## config.mk

```make
export PLATFORM = sky130hd
export DESIGN_NAME = dht_sample_scheduler
export DESIGN_NICKNAME = d
export VERILOG_FILES = /design/src/rtl/dht_pkg.sv /design/src/rtl/dht_ms_tick.sv /design/src/rtl/dht_sample_scheduler.sv
export SDC_FILE = /design/constraint.sdc
export NUM_CORES = 1
export LEC_CHECK = 0
export BUFFER_PORTS_ARGS = -buffer_cell sky130_fd_sc_hd__buf_4
export CORE_ASPECT_RATIO = 0.5
export CORE_MARGIN = 3
export CORE_UTILIZATION = 40
export CTS_BUF_LIST = sky130_fd_sc_hd__clkbuf_16
export CTS_CLUSTER_SIZE = 14
export DETAILED_ROUTE_END_ITERATION = 10
export SLEW_MARGIN = 0
export SYNTH_ARGS = -nofsm -noshare
export SYNTH_HDL_FRONTEND = slang
export SYNTH_HIERARCHICAL = 1
export SYNTH_SLANG_ARGS = --single-unit
```

## constraint.sdc

```tcl
create_clock -name clk -period 5.6 [get_ports clk]
set_input_delay 0.56 -clock clk [delete_from_list [all_inputs] [get_ports clk]]
set_output_delay 0.56 -clock clk [all_outputs]
set_load 0.1 [all_outputs]
```

## src/rtl/dht_pkg.sv

```systemverilog
// Shared DHT11 definitions: scheduler state encoding, 40-bit frame field
// offsets and the frame checksum test used by the reader and display logic.
package dht_pkg;

  typedef enum logic [2:0] {
    ST_POWERUP = 3'd0,
    ST_TRIG    = 3'd1,
    ST_BUSY    = 3'd2,
    ST_CHECK   = 3'd3,
    ST_FAIL    = 3'd4,
    ST_WAIT    = 3'd5
  } dht_state_e;

  localparam int RH_INT_LSB = 32;
  localparam int RH_DEC_LSB = 24;
  localparam int T_INT_LSB  = 16;
  localparam int T_DEC_LSB  = 8;
  localparam int CSUM_LSB   = 0;

  // The checksum is the low byte of the sum of the four data bytes.
  function automatic logic dht_checksum_ok(input logic [39:0] frame);
    logic [7:0] sum;
    sum = frame[RH_INT_LSB +: 8] + frame[RH_DEC_LSB +: 8]
        + frame[T_INT_LSB +: 8] + frame[T_DEC_LSB +: 8];
    return sum == frame[CSUM_LSB +: 8];
  endfunction

endpackage

```

## src/rtl/dht_ms_tick.sv

```systemverilog
// Millisecond prescaler: one-cycle tick every TICKS_PER_MS cycles, with a
// synchronous restart so a new wait always begins on a full millisecond.
module dht_ms_tick #(
  parameter int TICKS_PER_MS = 50000
) (
  input  logic clk,
  input  logic rst,
  input  logic restart,
  output logic tick
);

  localparam int CW = (TICKS_PER_MS > 1) ? $clog2(TICKS_PER_MS) : 1;
  localparam logic [CW-1:0] LAST = CW'(TICKS_PER_MS - 1);

  logic [CW-1:0] cnt;

  always_ff @(posedge clk or posedge rst) begin
    if (rst) begin
      cnt <= '0;
    end else if (restart || tick) begin
      cnt <= '0;
    end else begin
      cnt <= cnt + 1'b1;
    end
  end

  // Not gated by restart: the tick itself may be what causes the state change.
  assign tick = (cnt == LAST);

endmodule

```

## src/rtl/dht_sample_scheduler.sv

```systemverilog
// DHT11 sample sequencer: power-up wait, periodic triggering of the bit-level
// reader with a watchdog, checksum validation, bounded retry and result hold.
module dht_sample_scheduler
  import dht_pkg::*;
#(
  parameter int TICKS_PER_MS = 50000,
  parameter int POWERUP_MS   = 1000,
  parameter int PERIOD_MS    = 2000,
  parameter int RETRY_MS     = 100,
  parameter int TIMEOUT_MS   = 10,
  parameter int MAX_RETRY    = 3
) (
  input  logic        clk,
  input  logic        rst,
  input  logic        req_now,
  output logic        rd_start,
  input  logic        rd_busy,
  input  logic        rd_done,
  input  logic        rd_err,
  input  logic [39:0] rd_data,
  output logic [7:0]  humid,
  output logic [7:0]  temp,
  output logic        valid,
  output logic        fault,
  output logic        sample_stb,
  output logic [7:0]  err_cnt,
  output logic [2:0]  dbg_state
);

  // Reader handshake: rd_start is a one-cycle request; the reader answers
  // with exactly one rd_done or rd_err pulse, honoured only while in BUSY.
  // If both pulse together the error wins.

  localparam int RW = (MAX_RETRY > 1) ? $clog2(MAX_RETRY) : 1;
  localparam logic [RW-1:0] RETRY_LAST  = RW'(MAX_RETRY - 1);
  localparam logic [16:0]   POWERUP_LIM = 17'(POWERUP_MS);
  localparam logic [16:0]   PERIOD_LIM  = 17'(PERIOD_MS);
  localparam logic [16:0]   RETRY_LIM   = 17'(RETRY_MS);
  localparam logic [16:0]   TIMEOUT_LIM = 17'(TIMEOUT_MS);

  dht_state_e    state_q, state_d;
  logic          tick;
  logic          restart;
  logic [15:0]   ms_cnt;
  logic [16:0]   ms_next;
  logic [16:0]   wait_lim;
  logic [RW-1:0] retry_q;
  logic          pending_q;
  logic          wait_short_q;
  logic [39:0]   frame_q;
  logic          csum_ok;
  logic          unused_busy;

  assign unused_busy = rd_busy;
  assign dbg_state   = state_q;
  assign ms_next     = {1'b0, ms_cnt} + 17'd1;
  assign csum_ok     = dht_checksum_ok(frame_q);
  // A pending manual request shortens a long WAIT to the retry gap.
  assign wait_lim    = (wait_short_q || pending_q) ? RETRY_LIM : PERIOD_LIM;
  assign restart     = (state_d != state_q);

  dht_ms_tick #(
    .TICKS_PER_MS(TICKS_PER_MS)
  ) u_ms_tick (
    .clk    (clk),
    .rst    (rst),
    .restart(restart),
    .tick   (tick)
  );

  always_ff @(posedge clk or posedge rst) begin
    if (rst) begin
      state_q <= ST_POWERUP;
    end else begin
      state_q <= state_d;
    end
  end

  always_comb begin
    state_d = state_q;
    case (state_q)
      ST_POWERUP: if (tick && ms_next >= POWERUP_LIM) state_d = ST_TRIG;
      ST_TRIG:    state_d = ST_BUSY;
      ST_BUSY: begin
        if (rd_err) begin
          state_d = ST_FAIL;
        end else if (rd_done) begin
          state_d = ST_CHECK;
        end else if (tick && ms_next >= TIMEOUT_LIM) begin
          state_d = ST_FAIL;
        end
      end
      ST_CHECK:   state_d = csum_ok ? ST_WAIT : ST_FAIL;
      ST_FAIL:    state_d = ST_WAIT;
      ST_WAIT:    if (tick && ms_next >= wait_lim) state_d = ST_TRIG;
      default:    state_d = ST_POWERUP;
    endcase
  end

  always_ff @(posedge clk or posedge rst) begin
    if (rst) begin
      ms_cnt       <= '0;
      retry_q      <= '0;
      pending_q    <= 1'b0;
      wait_short_q <= 1'b0;
      frame_q      <= '0;
      rd_start     <= 1'b0;
      humid        <= '0;
      temp         <= '0;
      valid        <= 1'b0;
      fault        <= 1'b0;
      sample_stb   <= 1'b0;
      err_cnt      <= '0;
    end else begin
      rd_start   <= (state_q == ST_TRIG);
      sample_stb <= 1'b0;

      if (restart) begin
        ms_cnt <= '0;
      end else if (tick) begin
        ms_cnt <= ms_next[15:0];
      end

      if (state_q == ST_TRIG) begin
        pending_q <= 1'b0;
      end else if (req_now) begin
        pending_q <= 1'b1;
      end

      case (state_q)
        ST_BUSY: begin
          if (rd_done && !rd_err) frame_q <= rd_data;
        end
        ST_CHECK: begin
          if (csum_ok) begin
            humid        <= frame_q[RH_INT_LSB +: 8];
            temp         <= frame_q[T_INT_LSB +: 8];
            valid        <= 1'b1;
            fault        <= 1'b0;
            retry_q      <= '0;
            sample_stb   <= 1'b1;
            wait_short_q <= 1'b0;
          end
        end
        ST_FAIL: begin
          if (err_cnt != 8'hFF) err_cnt <= err_cnt + 8'd1;
          if (retry_q == RETRY_LAST) begin
            fault   <= 1'b1;
            retry_q <= '0;
          end else begin
            retry_q <= retry_q + 1'b1;
          end
          wait_short_q <= 1'b1;
        end
        default: ;
      endcase
    end
  end

endmodule

```

**Word level (Yosys, flattened, before mapping)**

Index checks and enable logic that the tools add are counted.
Widths: inputs -> output; s select.

- Add/sub/neg operators: 7
- Magnitude comparators: 3
- Eq/ne operators: 12
- Multiplexer cells: 22
- Reduce and logical (&&, ||, !) cells: 16

Operators by type and width:

| cell | count |
|---|---|
| $mux 16 | 3 |
| $add 8x8->8 | 3 |
| $pmux 3 s6 | 1 |
| $add 16x1->17 const B | 1 |
| $ge 17x10->1 const B | 1 |
| $ge 17x11->1 | 1 |
| $ge 17x4->1 const B | 1 |
| $add 16x1->16 const B | 1 |
| $eq 16x16->1 const B | 1 |
| $mux 3 | 5 |
| $mux 11 | 1 |
| $add 8x1->8 const B | 1 |
| $eq 8x8->1 | 1 |
| $ne 8x8->1 const B | 1 |
| $reduce_and 2->1 | 4 |
| $mux 1 | 7 |
| $eq 3x2->1 const B | 2 |
| $eq 3x3->1 const B | 2 |
| $reduce_bool 2->1 | 3 |
| $logic_and 1x1->1 | 4 |
| $mux 2 | 2 |
| $ne 2x2->1 const B | 2 |
| $pmux 1 s2 | 2 |
| $pmux 2 s2 | 1 |
| other kinds (8) | 9 |

- Register bits: 107
- Input bits: 46
- Output and inout bits: 31
- Word-level logic and storage cells: 74

**Depth between registers and ports, before layout**

- Depth after elaboration: 10
- Mapped depth: 18
- Mapped depth without buffers: 15

**Hierarchy**

Netlist, hierarchy kept.

By module, submodules not included:

| module | times used | cells each | area each (µm²) | sequential area each (µm²) |
|---|---|---|---|---|
| dht_sample_scheduler | 1 | 443 | 5084.9 | 2277.2 |
| dht_ms_tick | 1 | 83 | 862.1 | 400.4 |

**Least setup slack after synthesis**

OpenSTA, ideal clock, no wires.

- Path kind: flip-flop to flip-flop
- From: register frame_q[9]
- To: register humid[0]
- Setup time: 0.125 ns
- Arrival: 3.780 ns
- Required time: 5.475 ns
- Path slack: 1.695 ns
- Cell stages (with the launch flop): 14
- Path buffers: 1
- Period minus slack after synthesis: 3.905 ns
- Cell sequence: dfrtp_1 -> fa_1 -> inv_1 -> fa_1 -> inv_1 -> ha_1 -> fa_1 -> a21o_1 -> a21oi_1 -> o21ai_0 -> xnor2_1 -> nor4_1 -> buf_2 -> mux2_2

- Cells in the longest elaborated chain, start to end: 3

RTL lines:

| item | RTL line | RTL |
|---|---|---|
| start: declaration | dht_sample_scheduler.sv:50 | `logic [39:0] frame_q;` |
| start signal: assignment | dht_sample_scheduler.sv:132 | `if (rd_done && !rd_err) frame_q <= rd_data;` |
| $add 8x8->8 | dht_pkg.sv:24 | `+ frame[T_INT_LSB +: 8] + frame[T_DEC_LSB +: 8];` |
| $eq 8x8->1 | dht_pkg.sv:25 | `return sum == frame[CSUM_LSB +: 8];` |
| $reduce_and 2->1 (no line) | -- |  |
| end signal: assignment | dht_sample_scheduler.sv:136 | `humid <= frame_q[RH_INT_LSB +: 8];` |
| end: declaration | dht_sample_scheduler.sv:21 | `output logic [7:0] humid,` |

Every way passes these cells.
A chain may end at the register's enable or synchronous reset.

**Worst setup path in the final report**

- From: register ms_cnt[0]
- To: register u_ms_tick.cnt[6]

- Cells in the longest elaborated chain, start to end: 10
- Elaborated cells between the ends (all ways): 16
- Classes of those cells: add/sub: 1; order compare: 3; eq/ne: 1; mux: 7; reduce/logical: 4

RTL lines:

| item | RTL line | RTL |
|---|---|---|
| start: declaration | dht_sample_scheduler.sv:44 | `logic [15:0] ms_cnt;` |
| start signal: assignment | dht_sample_scheduler.sv:121 | `ms_cnt <= ms_next[15:0];` |
| $add 16x1->17 (*) | dht_sample_scheduler.sv:56 | `assign ms_next = {1'b0, ms_cnt} + 17'd1;` |
| $ge 17x4->1 | dht_sample_scheduler.sv:89 | `end else if (tick && ms_next >= TIMEOUT_LIM) begin` |
| $logic_and 1x1->1 | dht_sample_scheduler.sv:89 |  |
| $mux 3 | dht_sample_scheduler.sv:89 |  |
| $mux 3 | dht_sample_scheduler.sv:87 | `end else if (rd_done) begin` |
| $mux 3 | dht_sample_scheduler.sv:85 | `if (rd_err) begin` |
| $pmux 3 s6 (*) | dht_sample_scheduler.sv:81 | `case (state_q)` |
| $ne 3x3->1 (*) | dht_sample_scheduler.sv:60 | `assign restart = (state_d != state_q);` |
| via restart | dht_sample_scheduler.sv:43 | `logic restart;` |
| $logic_or 1x1->1 (*) | dht_ms_tick.sv:20 | `end else if (restart \|\| tick) begin` |
| $mux 16 (*) | dht_ms_tick.sv:20 |  |
| end signal: assignment | dht_ms_tick.sv:23 | `cnt <= cnt + 1'b1;` |
| end: declaration | dht_ms_tick.sv:15 | `logic [CW-1:0] cnt;` |

The timed path passes the listed nets; every way through them passes the cells marked *.

==> impl_metrics.py <==
metrics = {
    "route": {
        "first_pass_iters": 4,
        "vias": 3984,
        "drc": 0,
        "wire_per_inst_um": 14.61,
        "drtIter0Drc": 160,
        "finalWirelength_um": 11540,
        "viasPerCell": 5.043,
        "antenna_left": 0,
    },
    "placed_design": {
        "dpl.hpwl_um": 8339,
        "place_ws_ns": 1.230,
        "numPortBuffers": 75,
        "gp_congestion": 0.8282,
    },
    "cells_and_area": {
        "drive_above_1_share_pct": 31.27,
        "layout_common_cells": "107 x dfrtp_1, 79 x buf_4, 57 x mux2_2",
        "layout_commonest_cell": "dfrtp_1",
        "fin_util_pct": 49.27,
        "synthToLayoutAreaGrowth_pct": 16.31,
        "fill_cells": 1330,
        "final_nets": 672,
        "antenna_cells": 0,
    },
    "clocking": {
        "clk_pin_slew_ns": 0.07,
        "htreeDepth": 3,
        "post_cts_resized": 0,
        "cts_buffers": 9,
        "clock-root-buffer": "clkbuf_16",
        "cts_tree": "done",
        "cts_setup_buffers": 0,
        "numClockSinks": 107,
        "insertion_delay_ns": 0.34,
        "clock_path_buffers": 2,
        "hold_buffers": 0,
    },
    "logic_synthesis": {
        "synth-seq-area-share_pct": 45.02,
        "syn-cell-area_sq_um": 5947,
        "synth.largest_area_cell": "dfrtp_1",
        "async_flop_share_pct": 100.0,
        "synth_area_per_cell_sq_um": 11.31,
        "yosysWarnings": 6,
        "synth_edf_count": 0,
        "synth.area.top_cells": "dfrtp_1 45%, mux2_2 11%, xnor2_1 5.9%, fa_1 4.7%, ha_1 3.8%",
        "syn_nets": 604,
        "ys_seq_elements": 107,
        "synth_top_cell_area_share_pct": 45.02,
        "synth_cells": 526,
        "ys_types": 58,
        "synth_flop_cell": "dfrtp_1",
    },
    "timing": {
        "tns_ns": 0,
        "rsz0062_at_grt": "false",
        "period_needed_ns": 4.382,
        "finalHoldViolCount": 0,
        "slew_headroom_pct": 49.97,
        "finalSetupViolations": 0,
        "clock.fmax_mhz": 228.2,
        "timing.final.max_slew_violations": 0,
        "layout_setup_ws_ns": 1.218,
        "post-route-period-util_pct": 78.25,
        "tightest_slew_ns": 0.7505,
        "fin_worst_skew_ns": 0.007071,
    },
    "pwr": {
        "power.density_nw_per_um2": 202.0,
        "total_power_uw": 1397,
        "ir_worst_vdd_uv": 145.9,
        "power_leakage_uw": 0.003423,
    },
    "floorplan": {
        "design.die.area_sq_um": 16460,
        "boundaryPins": 77,
        "core_sq_um": 14040,
        "start_util_pct": 42.36,
        "die_y_um": 92.22,
        "num_rows": 30,
        "die_w_um": 178.4,
    },
    "setup_path": {
        "cp-end-kind": "flip-flop",
        "crit_type": "reg -> reg",
        "worstSetupStartpoint": "ms_cnt[0]$_DFFE_PP0P_",
        "r2r_start": "ms_cnt[0]$_DFFE_PP0P_",
        "cp-start-kind": "flip-flop",
        "cp_data_required_time_ns": 5.86,
        "worst-path-max-fanout": 17,
        "cp.arrival_ns": 4.65,
    },
    "global_route": {
        "antenna_found_initial": 0,
        "grt_max_degree": 52,
        "grt_pass1_vias": 4067,
        "grt_first_pass_wirelength_um": 20020,
        "grt_overflow_total": 0,
        "gr-usage-all-layers_pct": 15.02,
    },
    "flow_run": {
        "drv_cap": 0,
    },
    "hold_path": {
        "hold_path.class": "in -> async",
    },
    "outcome": {
        "status": "finished clean",
    },
}
==> registers in the layout, summed over array words and instances, names as in the netlist <==
register and cells:
frame_q 40, wait_short_q 1, err_cnt 8, temp 8, humid 8, sample_stb 1
dbg_state 3, ms_cnt 16, fault 1, valid 1, pending_q 1, u_ms_tick/cnt 16
retry_q 2, rd_start 1
==> final timing paths <==
kind	endpoint	slack [ns]	depth (start not counted)
max in group asynchronous	temp[3]$_DFFE_PP0P_	4.16	3
worst min register to register	u_ms_tick/cnt[0]$_DFF_PP0_	0.50	1
min in group clk	frame_q[22]$_DFFE_PP0P_	0.44	2
worst min-delay path	u_ms_tick/cnt[4]$_DFF_PP0_	0.32	2
worst max register to register	u_ms_tick/cnt[6]$_DFF_PP0_	1.22	15
worst max-delay path	u_ms_tick/cnt[6]$_DFF_PP0_	1.22	15
==> layout make-up <==
| class | instances | area, sq um | area share (%) |
|---|---|---|---|
| Inverter | 28 | 106.4 | 1.538 |
| Tap cell | 192 | 240.2 | 3.473 |
| Timing Repair Buffer | 79 | 593.1 | 8.575 |
| Clock inverter | 6 | 41.29 | 0.5970 |
| Clock buffer | 9 | 225.2 | 3.256 |
| Sequential cell | 107 | 2678 | 38.71 |
| Multi-Input combinational cell | 369 | 3033 | 43.85 |
==> layer usage <==
metal  track usage, %  share of wire (%)  vias to the layer above
met5                0                  0                        -
met1            20.28                 46                     1946
li1                 -                  -                     1963
met4            3.692                1.2                        0
met3            4.301                5.1                       10
met2            23.84                 47                       65
==> power breakdown <==
group | internal (uW) | switching [uW] | total, uW
Sequential | 772 | 0.00000000000000671 | 772
Combinational | 20.0 | 19.7 | 39.7
Clock | 301 | 285 | 586
==> cells by family (layout without fill, tap and decap cells) <==
kind of cell             after synthesis  after routing  share of synthesized area [%]
AO/OA/AOI/OAI                         45             45                          5.324
XOR/XNOR                              63             63                          9.278
adder cells (fa/ha/maj)               32             32                          8.500
buffers and inverters                 50            122                          4.082
flip-flops                           107            107                          45.02
multiplexers                          60             60                          11.32
AND/OR/NAND/NOR                      169            169                          16.47
==> synthesized netlist by cell type, drive strengths merged (2+ instances only) <==
master / n
o41ai: 2
buf: 12
ha: 18
mux2i: 2
and4: 2
o21ai: 8
nand2: 33
a21oi: 11
clkbuf: 10
nor4bb: 2
nor3: 31
a31oi: 7
xor2: 23
nor4: 10
nor2b: 3
inv: 28
and2: 3
fa: 14
nand4: 13
nand3: 16
dfrtp: 107
and3: 7
nor2: 36
o311ai: 2
mux2: 58
nor4b: 2
xnor2: 40
or2: 7
a21o: 5
==> critical path: stages (launching register included) <==
cell and delay, ns:
dfrtp_1 0.50, ha_1 0.45, nand4_2 0.25, nor3_1 0.24
xnor2_1 0.18, inv_1 0.07, ha_1 0.30, a21oi_1 0.15
nand2_1 0.06, nor3_1 0.15, o41ai_1 0.12, o311ai_2 0.41
nand2_2 0.38, or2_1 0.33, or2_1 0.51, nor2_1 0.20
==> stage by stage <==
| step | instance area, sq um | instances | hold slack [ns] |
|---|---|---|---|
| 2_1_floorplan | 5947 | 526 | 0.4564 |
| 3_3_place_gp | 6650 | 775 | 0.4717 |
| 3_5_place_dp | 6650 | 775 | 0.4874 |
| 4_1_cts | 6917 | 790 | 0.3333 |
| 5_1_grt | 6917 | 790 | 0.3601 |
| 6_report | 6917 | 790 | 0.3228 |
(Power assumes the default switching activity.)
